<file path="src/rtl/mc_control_unit_pkg.sv">
// Shared types and constants for the multi-cycle RV32I control unit.
package mc_control_unit_pkg;

    // FSM states of the control unit
    typedef enum logic [2:0] {
        IDLE    = 3'd0,
        FETCH   = 3'd1,
        DECODE  = 3'd2,
        EXECUTE = 3'd3,
        MEM     = 3'd4,
        WB      = 3'd5,
        FAULT   = 3'd6
    } cu_state_t;

    // Instruction format as reported by the decoder
    typedef enum logic [2:0] {
        R_TYPE    = 3'd0,
        I_TYPE    = 3'd1,
        S_TYPE    = 3'd2,
        B_TYPE    = 3'd3,
        U_TYPE    = 3'd4,
        J_TYPE    = 3'd5,
        R4_TYPE   = 3'd6,
        NONE_TYPE = 3'd7
    } instruction_op_type;

    // Branch funct3 encodings
    localparam logic [2:0] F3_BEQ  = 3'b000;
    localparam logic [2:0] F3_BNE  = 3'b001;
    localparam logic [2:0] F3_BLT  = 3'b100;
    localparam logic [2:0] F3_BGE  = 3'b101;
    localparam logic [2:0] F3_BLTU = 3'b110;
    localparam logic [2:0] F3_BGEU = 3'b111;

    // Opcodes the control unit needs to tell apart
    localparam logic [6:0] LOAD    = 7'b0000011;
    localparam logic [6:0] LOAD_FP = 7'b0000111;
    localparam logic [6:0] U_LUI   = 7'b0110111;

    // True for integer and floating-point loads
    function automatic logic is_load(input logic [6:0] op);
        return (op == LOAD) || (op == LOAD_FP);
    endfunction

endpackage

</file>
<file path="src/rtl/mc_control_unit_branch_compare.sv">
// Branch condition evaluation: equality plus signed and unsigned less-than.
module branch_compare
    import mc_control_unit_pkg::*;
#(
    parameter int XLEN = 32
) (
    input  logic [2:0]      funct3,
    input  logic [XLEN-1:0] rs1_data,
    input  logic [XLEN-1:0] rs2_data,
    output logic            taken
);

    logic eq;
    logic lt_s;
    logic lt_u;

    // Select the branch outcome from the three comparator results
    always_comb begin
        eq   = (rs1_data == rs2_data);
        lt_s = ($signed(rs1_data) < $signed(rs2_data));
        lt_u = (rs1_data < rs2_data);
        unique case (funct3)
            F3_BEQ:  taken = eq;
            F3_BNE:  taken = !eq;
            F3_BLT:  taken = lt_s;
            F3_BGE:  taken = !lt_s;
            F3_BLTU: taken = lt_u;
            F3_BGEU: taken = !lt_u;
            default: taken = 1'b0;   // 010/011 are not branch encodings
        endcase
    end

endmodule

</file>
<file path="src/rtl/mc_control_unit.sv">
// Multi-cycle control unit: sequences fetch/decode/execute/mem/write-back,
// handshakes with slow instruction and data memories, and faults on an
// unsupported instruction format or a memory that never acknowledges.
module mc_control_unit
    import mc_control_unit_pkg::*;
#(
    parameter int XLEN        = 32,
    parameter int MEM_TIMEOUT = 15
) (
    input  logic               clk,
    input  logic               rst,
    input  logic [6:0]         opcode,
    input  instruction_op_type optype,
    input  logic [2:0]         funct3,
    input  logic [XLEN-1:0]    rs1_data,
    input  logic [XLEN-1:0]    rs2_data,
    output logic               imem_req,
    input  logic               imem_ack,
    output logic               dmem_req,
    output logic               dmem_we,
    input  logic               dmem_ack,
    output logic               ctrl_ir_load,
    output logic               ctrl_pc_write,
    output logic               ctrl_pc_src,
    output logic               ctrl_reg_write,
    output logic               ctrl_mem2reg,
    output logic               ctrl_alu_src,
    output logic               ctrl_is_branch,
    output logic               ctrl_branch_taken,
    output cu_state_t          cu_state,
    output logic               fault
);

    // Wide enough to count up to MEM_TIMEOUT-1; MEM_TIMEOUT of 0 disables it
    localparam int CNT_W = (MEM_TIMEOUT < 2) ? 1 : $clog2(MEM_TIMEOUT + 1);
    localparam logic [CNT_W-1:0] LAST_WAIT = CNT_W'(MEM_TIMEOUT - 1);

    cu_state_t          state;
    cu_state_t          state_next;
    logic [6:0]         opcode_q;
    instruction_op_type optype_q;
    logic [2:0]         funct3_q;
    logic               taken_q;
    logic [CNT_W-1:0]   wait_cnt;
    logic               wait_expired;
    logic               br_taken;

    branch_compare #(.XLEN(XLEN)) u_branch_compare (
        .funct3   (funct3_q),
        .rs1_data (rs1_data),
        .rs2_data (rs2_data),
        .taken    (br_taken)
    );

    // State register; reset forces IDLE immediately
    always_ff @(posedge clk or posedge rst) begin
        if (rst) state <= IDLE;
        else     state <= state_next;
    end

    // Capture decode fields once so later states see a stable instruction
    always_ff @(posedge clk or posedge rst) begin
        if (rst) begin
            opcode_q <= '0;
            optype_q <= R_TYPE;
            funct3_q <= '0;
        end else if (state == DECODE) begin
            opcode_q <= opcode;
            optype_q <= optype;
            funct3_q <= funct3;
        end
    end

    // Remember a jump so write-back can select the jump target
    always_ff @(posedge clk or posedge rst) begin
        if (rst)                     taken_q <= 1'b0;
        else if (state == EXECUTE)   taken_q <= (optype_q == J_TYPE);
    end

    // Memory wait counter: restarts on every state change, counts while stalled
    always_ff @(posedge clk or posedge rst) begin
        if (rst)                                   wait_cnt <= '0;
        else if (state_next != state)              wait_cnt <= '0;
        else if (state == FETCH || state == MEM)   wait_cnt <= wait_cnt + 1'b1;
    end

    // Next-state and control decode from the state register and latched fields
    always_comb begin
        state_next        = state;
        imem_req          = 1'b0;
        dmem_req          = 1'b0;
        dmem_we           = 1'b0;
        ctrl_ir_load      = 1'b0;
        ctrl_pc_write     = 1'b0;
        ctrl_pc_src       = 1'b0;
        ctrl_reg_write    = 1'b0;
        ctrl_mem2reg      = 1'b0;
        ctrl_alu_src      = 1'b0;
        ctrl_is_branch    = 1'b0;
        ctrl_branch_taken = 1'b0;
        fault             = 1'b0;
        wait_expired      = (MEM_TIMEOUT != 0) && (wait_cnt == LAST_WAIT);

        unique case (state)
            IDLE: state_next = FETCH;

            FETCH: begin
                imem_req = 1'b1;
                if (imem_ack) begin
                    ctrl_ir_load = 1'b1;
                    state_next   = DECODE;
                end else if (wait_expired) begin
                    state_next = FAULT;
                end
            end

            DECODE: state_next = EXECUTE;

            EXECUTE: begin
                ctrl_alu_src = (optype_q == I_TYPE) || (optype_q == S_TYPE);
                unique case (optype_q)
                    R_TYPE, U_TYPE: state_next = WB;
                    I_TYPE:         state_next = is_load(opcode_q) ? MEM : WB;
                    S_TYPE:         state_next = MEM;
                    J_TYPE: begin
                        ctrl_branch_taken = 1'b1;
                        state_next        = WB;
                    end
                    B_TYPE: begin
                        ctrl_is_branch    = 1'b1;
                        ctrl_branch_taken = br_taken;
                        ctrl_pc_write     = 1'b1;
                        ctrl_pc_src       = br_taken;
                        state_next        = FETCH;
                    end
                    default:        state_next = FAULT;
                endcase
            end

            MEM: begin
                dmem_req     = 1'b1;
                dmem_we      = (optype_q == S_TYPE);
                ctrl_alu_src = (optype_q == I_TYPE) || (optype_q == S_TYPE);
                if (dmem_ack) begin
                    if (optype_q == S_TYPE) begin
                        ctrl_pc_write = 1'b1;   // store finishes here, fall through to PC+4
                        state_next    = FETCH;
                    end else begin
                        state_next = WB;
                    end
                end else if (wait_expired) begin
                    state_next = FAULT;
                end
            end

            WB: begin
                ctrl_reg_write = 1'b1;
                ctrl_mem2reg   = is_load(opcode_q) || (opcode_q == U_LUI);
                ctrl_pc_write  = 1'b1;
                ctrl_pc_src    = taken_q;
                state_next     = FETCH;
            end

            FAULT: begin
                fault      = 1'b1;
                state_next = FAULT;
            end

            default: state_next = FAULT;
        endcase
    end

    assign cu_state = state;

endmodule

</file>
<file path="config.mk">
export PLATFORM = sky130hd
export DESIGN_NAME = mc_control_unit
export DESIGN_NICKNAME = d
export VERILOG_FILES = /design/src/rtl/mc_control_unit_pkg.sv /design/src/rtl/mc_control_unit_branch_compare.sv /design/src/rtl/mc_control_unit.sv
export SDC_FILE = /design/constraint.sdc
export NUM_CORES = 1
export LEC_CHECK = 0
export CORE_ASPECT_RATIO = 1.4
export CORE_MARGIN = 5
export CORE_UTILIZATION = 43
export CTS_CLUSTER_DIAMETER = 120
export DETAILED_ROUTE_END_ITERATION = 16
export DONT_BUFFER_PORTS = 1
export GPL_TIMING_DRIVEN = 0
export PLACE_DENSITY = 0.57
export SETUP_SLACK_MARGIN = 0.05
export SLEW_MARGIN = 30
export SYNTH_ARGS = -nofsm -noshare
export SYNTH_HDL_FRONTEND = slang
export SYNTH_SLANG_ARGS = --single-unit
</file>
<file path="constraint.sdc">
create_clock -name clk -period 2.5 [get_ports clk]
set_input_delay 0.375 -clock clk [delete_from_list [all_inputs] [get_ports clk]]
set_output_delay 0.375 -clock clk [all_outputs]
set_load 0.01 [all_outputs]
</file>
==> results of run 1 <==
cells by family after synthesis:
logic type / synth area share
compound gates: 0.145
mux: 0.0737
xor+xnor: 0.0309
flops: 0.265
fa+ha+maj: 0.214
simple gates: 0.191
buf+inv: 0.0807
cell usage after synthesis, types with 3 or more instances:
library cell,n
nor2b_1,3
nor3_1,4
xnor2_1,5
a21oi_1,17
mux2_2,13
ha_1,34
o21ai_0,6
inv_1,36
dfrtp_1,21
nor2_1,13
nand2b_1,3
nand2_1,13
a21o_1,4
nand4_1,11
nand3_1,8
sequential cells by signal, summed over array words and instances (netlist names):
| register | cells |
|---|---|
| wait_cnt | 4 |
| cu_state | 3 |
| taken_q | 1 |
| optype_q | 3 |
| funct3_q | 3 |
| opcode_q | 7 |
report_power, final:
group,switching [mW],internal (mW),leakage [nW]
clock,0.109,0.111,0.0255
combinational,0.539,0.479,0.818
sequential,0.164,0.495,0.258
through the flow:
| step | instances | util | power [mW] | worst slack [ns] |
|---|---|---|---|---|
| floorplan | 228 | - | 1.38 | 0.187 |
| global placement | 290 | 0.459 | 1.55 | -0.0872 |
| detailed placement | 290 | 0.459 | 1.57 | -0.0664 |
| CTS | 296 | 0.476 | 1.83 | 0.0432 |
| global route | 304 | 0.539 | 2.08 | 0.0367 |
| finish | 304 | 0.539 | 1.90 | 0.109 |
metal layers:
| layer | GRT usage | wire, µm |
|---|---|---|
| met1 | 0.165 | 1860 |
| met2 | 0.279 | 2540 |
| met3 | 0.0411 | 392 |
| met4 | 0.0457 | 55 |
| met5 | 0 | 0 |
final timing paths:
| path | cells past startpoint | to |
|---|---|---|
| hold / removal | 1 | funct3_q[2] |
| max in group asynchronous | 1 | cu_state[2] |
| min in group clk | 1 | opcode_q[1] |
| setup / recovery | 9 | ctrl_pc_src |
| hold reg to reg | 1 | taken_q |
| setup reg to reg | 4 | funct3_q[0] |
worst reg2reg max path: cells and delay by family, from the launching register on:
kind                   cells  cell delay [ns]
muxes                      1             0.37
and+or+nand+nor            1             0.49
DFF                        1             0.44
buffers and inverters      2             0.58
area by class of cell:
class	count	area [µm²]
fillers	455	2070
multi-input cells	165	1540
flip-flops and latches	21	528
inverters	38	143
well taps	62	77.6
repair buffers	10	75.1
clock buffers	3	41.3
plain buffers	4	17.5
clock inverters	1	5.00
timing repair:
action                     CTS  global route
resized for setup            7            30
pin swaps                    2            11
hold endpoints to repair     0             0
setup endpoints to repair    3             3
hold buffers                 0             0
buffers inserted             2             8
==> impl_metrics.ini, run 1 <==
[status]
status = completed

[synth]
yosys.cell_types.count = 44
yosysTopAreaCell = dfrtp_1
syn_area_um2 = 1990
ys_ff_latch = 21
synth_top_flop_cell = dfrtp_1
synth-async-reset-ratio = 1.00
syn_area_per_cell_um2 = 8.71
yosysTopAreaCellShare = 0.265
synth_area_leaders = dfrtp_1 26%, ha_1 21%, mux2_2 7.4%, inv_1 6.8%, a21oi_1 4.3%
syn_inst = 228
synth_edf_count = 0
syn-num-nets = 343
synth_seq_area_share = 0.265
yosysWarnings = 0

[setup_path]
worstPathMaxFanout = 3
r2r_slack_ns = 0.49
startpoint = rs2_data[25]
startpoint_type = primary input
crit-reg2reg-launch = cu_state[1]
cp-end-kind = output port
arrival_ns = 2.02
required_ns = 2.12
worstPathCellList = inv_1 -> ha_4 -> nand4_1 -> or4_4 -> nor2_4 -> xnor2_2 -> nor4_2 -> a21oi_1 -> o21ai_2
crit_family = simple AND/OR/NAND/NOR gates
worst_path_max_delay_cell = or4_4
worst-path-buf-inv = 1
critPathMaxStageDelay_ns = 0.58
path_class = in2out

[flow_run]
cap_violations = 0

[clock_tree]
clkTransAtPathRegs_ns = 0.07
cts_made_buffers = 3
cts_max_level = 1
cts.sinks = 21
clock_path_buffers = 2
clk_latency_ns = 0.26
cts_tree = built
cts_root_buffer = clkbuf_8

[placed_design]
gp_congestion = 0.754
place.detailed.hpwl_um = 3950
place_area_um2 = 2060
portBuffers = 0

[grt]
antenna_found_initial = 0
overflow = 0
grt.total_usage = 0.153
grt_pass1_vias = 1721
grt_max_degree = 22
grt_pass1_wl_um = 7390

[detailed_routing]
drtPass1Iterations = 4
wl_per_cell_um = 15.9
route.detailed.drc = 0
first_iter_violations = 47
wl_um = 4850
viasPerCell = 5.58
dr_total_vias = 1696
drtAntennaViolNets = 0

[die]
start_util = 0.441
core_area_um2 = 4500
fp.dieW_um = 67.4
chipHeight_um = 90.4
dieArea_um2 = 6100
rows = 29
io_pins = 96

[power_and_ir_drop]
power_per_cell_area_nw_per_um2 = 782
peakVddDrop_mv = 0.704
p_leak_nw = 1.10

[sta]
hold_viol_final = 0
skew_ns = 0.00279
fmax_mhz = 418
rsz0062_at_grt = no
slew_violations = 0
slew_headroom = 0.461
whs_ns = 0.154
min_period_ns = 2.39
tightestPinTransition_ns = 0.807
setup_tns_ns = 0
setup_viol = 0
min_period_over_period = 0.956

[final_layout]
final_common_cell = inv_1
nets = 358
antenna_cells = 0
layout_common_cells = 31 x inv_1, 22 x ha_1, 19 x dfrtp_1
syn_to_final_growth_pct = 22.2
post-route-cell-area_um2 = 2430
drive_above_1_share = 0.298

[worst_hold_path]
hp-class = in2async
(Power assumes the default switching activity.)
==> run 2: changes to the inputs <==
SYNTH_HIERARCHICAL = 1   (was not set)
==> impl_metrics.ini, run 2 <==
[status]
status = complete, but fails checks
violations = negative setup slack

[die]
rows = 29
fp.dieW_um = 68.5
core_area_um2 = 4570
chipHeight_um = 91.9
dieArea_um2 = 6290
start_util = 0.450
io_pins = 96

[detailed_routing]
drtAntennaViolNets = 0
drtPass1Iterations = 4
viasPerCell = 5.78
wl_um = 5110
wl_per_cell_um = 16.9
dr_total_vias = 1750
first_iter_violations = 29
route.detailed.drc = 0

[clock_tree]
cts.sinks = 21
cts_max_level = 1
postCtsHoldBufs = 0
cts_root_buffer = clkbuf_8
clock_path_buffers = 2
cts_made_buffers = 3
clkTransAtPathRegs_ns = 0.08
clk_latency_ns = 0.26
cts_tree = built

[setup_path]
cp-end-kind = output port
required_ns = 2.12
path_class = in2out
arrival_ns = 2.33
reg2regPathDepth = 4
startpoint_type = primary input
worstPathMaxFanout = 3

[final_layout]
nets = 357
regMostFlops = opcode_q
largestRegisters = opcode_q (7), wait_cnt (4)
fillers = 448
final_common_cell = inv_1
antenna_cells = 0
post-route-cell-area_um2 = 2530
layout_common_cells = 23 x inv_1, 21 x dfrtp_1, 18 x ha_4
drive_above_1_share = 0.324
post-route-util = 0.553
largest_reg_flops = 7
syn_to_final_growth_pct = 22.9
finalNonFillerCells = 303

[placed_design]
gp_congestion = 0.803
portBuffers = 0
place.detailed.hpwl_um = 4530
dp_cells = 298
place_area_um2 = 2370

[synth]
syn_inst = 236
synth_common_cells = 40 x inv_1, 34 x ha_1, 21 x dfrtp_1, 15 x a21oi_1, 14 x mux2_2
synthSimpleGateAreaFrac = 0.187
yosysTopAreaCell = dfrtp_1
synth_area_leaders = dfrtp_1 26%, ha_1 21%, mux2_2 7.7%, inv_1 7.3%, a21oi_1 3.6%
yosys.area_share.adder = 0.207
syn-num-nets = 351
synth_compound_area_frac = 0.168
yosysMostFrequentCell = inv_1
yosys.cell_types.count = 51
synth_seq_area_share = 0.255
synth_top_flop_cell = dfrtp_1
synth_xor_area_frac = 0.0170
yosys-mux-area-fraction = 0.0766
synth_top_family_by_area = adder cells
synth-async-reset-ratio = 1.00
yosysWarnings = 6
ys_ff_latch = 21
yosysTopAreaCellShare = 0.255
syn_area_per_cell_um2 = 8.72
syn_area_um2 = 2060
synth_edf_count = 0

[grt]
overflow = 0
grt_max_degree = 22
grt_pass1_vias = 1888
antenna_found_initial = 0
grt.total_usage = 0.162
grt_pass1_wl_um = 8090

[sta]
setup_tns_ns = -0.315
slew_headroom = 0.465
setup_viol = 2
fmax_mhz = 370
tightestPinTransition_ns = 0.802
rsz0062_at_grt = yes
hold_viol_final = 0
worst_slack_ns = -0.202
min_period_over_period = 1.08
skew_ns = 0.00264
slew_violations = 0
min_period_ns = 2.70

[flow_run]
cap_violations = 0

[worst_hold_path]
hp-class = in2async

[power_and_ir_drop]
power_per_cell_area_nw_per_um2 = 738
peakVddDrop_mv = 0.579
p_leak_nw = 1.05
[run 2: changes by cell type in the layout (fill, tap and decap cells not counted), sizes merged, moves of 3 or more]
cell	before	now
nor2	14	7
a211oi	3	6
a21o	4	1
buf	12	5
nand4	12	6
[run 2: cells by family after synthesis]
family                     Yosys count
buffers and inverters               47
xor gates and xnor gates             4
and+or+nand+nor                     66
adders and majority gates           34
muxes                               14
DFF                                 21
AOI/OAI and AO/OA                   50
[run 2: final timing paths]
path / from / end / slack (ns)
min reg2reg: taken_q / taken_q / 0.50
min in group clk: opcode[5] / opcode_q[5] / 0.26
max in group asynchronous: rst / funct3_q[0] / 1.85
min: rst / cu_state[1] / 0.15
max reg2reg: cu_state[1] / opcode_q[4] / 0.79
max: rs2_data[27] / ctrl_branch_taken / -0.20
[run 2: layer usage]
layer	wire, µm	vias up	track usage
met5	0	-	0
met4	63	0	0.0415
met3	431	8	0.0391
met2	2890	67	0.320
met1	1730	819	0.155
li1	-	856	-
[run 2: cell type report]
type | instances | area, µm² | area share
Multi-Input combinational cell | 168 | 1640 | 0.650
Sequential cell | 21 | 526 | 0.208
Inverter | 40 | 195 | 0.0772
Tap cell | 62 | 77.6 | 0.0307
Clock buffer | 3 | 41.3 | 0.0163
Buffer | 7 | 33.8 | 0.0134
Timing Repair Buffer | 1 | 7.51 | 0.00297
Clock inverter | 1 | 5.00 | 0.00198
[run 2: power by group]
part / switching [mW] / internal [mW] / leakage (nW)
clock network: 0.109 / 0.111 / 0.0255
registers: 0.133 / 0.490 / 0.258
logic: 0.557 / 0.466 / 0.766
[run 2: worst max-delay path, cell delays in order]
cell and delay, ns:
inv_12 0.01, ha_4 0.25, nand4_1 0.19, or4b_4 0.57
o22ai_2 0.12, or4_1 0.14, a31o_1 0.19, nand2_1 0.09
mux2_4 0.29, nor2_4 0.11
[run 2: stage by stage]
stage	power (mW)	hold WS (ns)	worst slack (ns)
after floorplan	1.41	0.352	-0.00952
after global placement	1.59	0.437	-0.184
after detailed placement	1.63	0.476	-0.239
after CTS	1.86	0.198	-0.239
after global routing	2.03	0.219	-0.314
final	1.87	0.151	-0.202
[run 2: timing repair]
| action | CTS | global route |
|---|---|---|
| gates resized for setup | 10 | 11 |
| setup buffers | 1 | 0 |
| pin swaps | 21 | 6 |
| endpoints found under the hold margin | 0 | 0 |
| gates cloned | 0 | 0 |
| setup endpoints to repair | 2 | 3 |
==> run 3: changes to the inputs <==
ABC_AREA = 1   (was not set)
==> impl_metrics.ini, run 3 <==
[status]
status = completed

[die]
core_area_um2 = 4880
dieArea_um2 = 6630
fp.dieW_um = 70.2
rows = 30
io_pins = 96
chipHeight_um = 94.3
start_util = 0.448

[synth]
yosys.cell_types.count = 28
synth_area_leaders = dfrtp_1 24%, ha_1 19%, nand2_1 13%, inv_1 11%, nor2_1 4.8%
syn-num-nets = 433
yosys-mux-area-fraction = 0.0361
synth_top_flop_cell = dfrtp_1
ys_ff_latch = 21
synthSimpleGateAreaFrac = 0.310
yosys.area_share.adder = 0.195
synth_compound_area_frac = 0.0808
syn_area_um2 = 2180
syn_inst = 318
yosysMostFrequentCell = nand2_1
yosysTopAreaCell = dfrtp_1
synth_edf_count = 0
synth_seq_area_share = 0.241
synth-async-reset-ratio = 1.00
synth_xor_area_frac = 0.0120
synth_top_family_by_area = simple AND/OR/NAND/NOR gates
synth_common_cells = 77 x nand2_1, 64 x inv_1, 34 x ha_1, 28 x nor2_1, 21 x dfrtp_1
yosysWarnings = 6
yosysTopAreaCellShare = 0.241
syn_area_per_cell_um2 = 6.87

[grt]
grt_max_degree = 22
grt_pass1_wl_um = 7990
overflow = 0
grt.total_usage = 0.144
grt_pass1_vias = 1938
antenna_found_initial = 0

[clock_tree]
cts.sinks = 21
clkTransAtPathRegs_ns = 0.08
cts_root_buffer = clkbuf_8
clk_latency_ns = 0.26
cts_tree = built
cts_made_buffers = 3
clock_path_buffers = 2
cts_max_level = 1

[setup_path]
required_ns = 2.12
worstPathMaxFanout = 4
cp-end-kind = output port
arrival_ns = 1.81
path_class = in2out
startpoint_type = primary input

[sta]
tightestPinTransition_ns = 0.771
slew_violations = 0
min_period_ns = 2.18
min_period_over_period = 0.873
fmax_mhz = 458
skew_ns = 0.00288
whs_ns = 0.137
rsz0062_at_grt = no
setup_tns_ns = 0
hold_viol_final = 0
setup_viol = 0
slew_headroom = 0.486

[worst_hold_path]
hp-class = in2async

[placed_design]
gp_congestion = 0.760
portBuffers = 0
place.detailed.hpwl_um = 4180
dp_cells = 382

[final_layout]
nets = 439
finalNonFillerCells = 387
regMostFlops = opcode_q
final_common_cell = nand2_1
fillers = 534
layout_common_cells = 75 x nand2_1, 64 x inv_1, 33 x ha_1
syn_to_final_growth_pct = 7.39
largest_reg_flops = 7
antenna_cells = 0
drive_above_1_share = 0.121
largestRegisters = opcode_q (7), wait_cnt (4)

[detailed_routing]
first_iter_violations = 33
wl_um = 4780
dr_total_vias = 1936
drtPass1Iterations = 4
route.detailed.drc = 0
viasPerCell = 5.00
wl_per_cell_um = 12.3
drtAntennaViolNets = 0

[power_and_ir_drop]
p_leak_nw = 1.32
power_mw = 0.757
peakVddDrop_mv = 0.475
power_per_cell_area_nw_per_um2 = 323

[flow_run]
cap_violations = 0
run 3: logic make-up after synthesis:
family / Yosys count
adder cells (fa/ha/maj): 34
AND/OR/NAND/NOR: 150
XOR/XNOR: 3
AO/OA/AOI/OAI: 32
flip-flops: 21
multiplexers: 7
buffers and inverters: 71
run 3: worst max-delay path, stage by stage:
cell     delay (ns)
inv_1          0.04
ha_4           0.28
nand2_1        0.08
nor2_2         0.12
nand2_2        0.09
nor3b_2        0.18
nand2_1        0.10
nand2_2        0.08
nand2_1        0.06
nand2_1        0.06
nand2_1        0.04
nand3_1        0.07
nand2_1        0.09
nand2_2        0.14
run 3: worst paths after layout:
check / from / end / slack [ns] / cells past startpoint
min in group clk: funct3[0] / funct3_q[0] / 0.26 / 1
worst min-delay path: rst / optype_q[0] / 0.14 / 1
worst max-delay path: rs2_data[31] / ctrl_branch_taken / 0.32 / 14
worst min register to register: taken_q / taken_q / 0.52 / 2
max in group asynchronous: rst / cu_state[2] / 1.88 / 1
worst max register to register: cu_state[2] / wait_cnt[3] / 0.74 / 9
run 3: what timing repair did:
action / 4_1_cts / 5_1_grt
resized for setup: 0 / 5
buffers inserted: 0 / 1
endpoints found under the setup margin: 0 / 2
hold buffers: 0 / 0
run 3: final cells by class:
class                   instances  area (µm²)  share of cell area
multi-input cells             226        1410               0.602
flip-flops and latches         21         526               0.224
inverters                      69         259               0.110
well taps                      64        80.1              0.0341
clock buffers                   3        41.3              0.0176
plain buffers                   2        16.3             0.00693
repair buffers                  1        7.51             0.00320
clock inverters                 1        5.00             0.00213
run 3: stage by stage:
stage	worst slack (ns)	instance area [µm²]	util
after floorplan	0.426	2180	-
after global placement	0.245	2260	0.464
after detailed placement	0.209	2260	0.464
after CTS	0.199	2310	0.474
after global routing	0.0485	2350	0.481
final	0.318	2350	0.481
run 3: routing by layer:
layer  global-route usage  up-vias  share of wire
li1                     -     1018              -
met1                0.150      851           0.37
met2                0.278       61           0.54
met3               0.0383        6          0.076
met4               0.0431        0          0.018
met5                    0        -              0
run 3: report_power, final:
| part | total, mW | switching, mW | internal [mW] |
|---|---|---|---|
| Sequential | 0.357 | 0.00745 | 0.350 |
| Combinational | 0.173 | 0.0989 | 0.0738 |
| Clock | 0.227 | 0.116 | 0.111 |
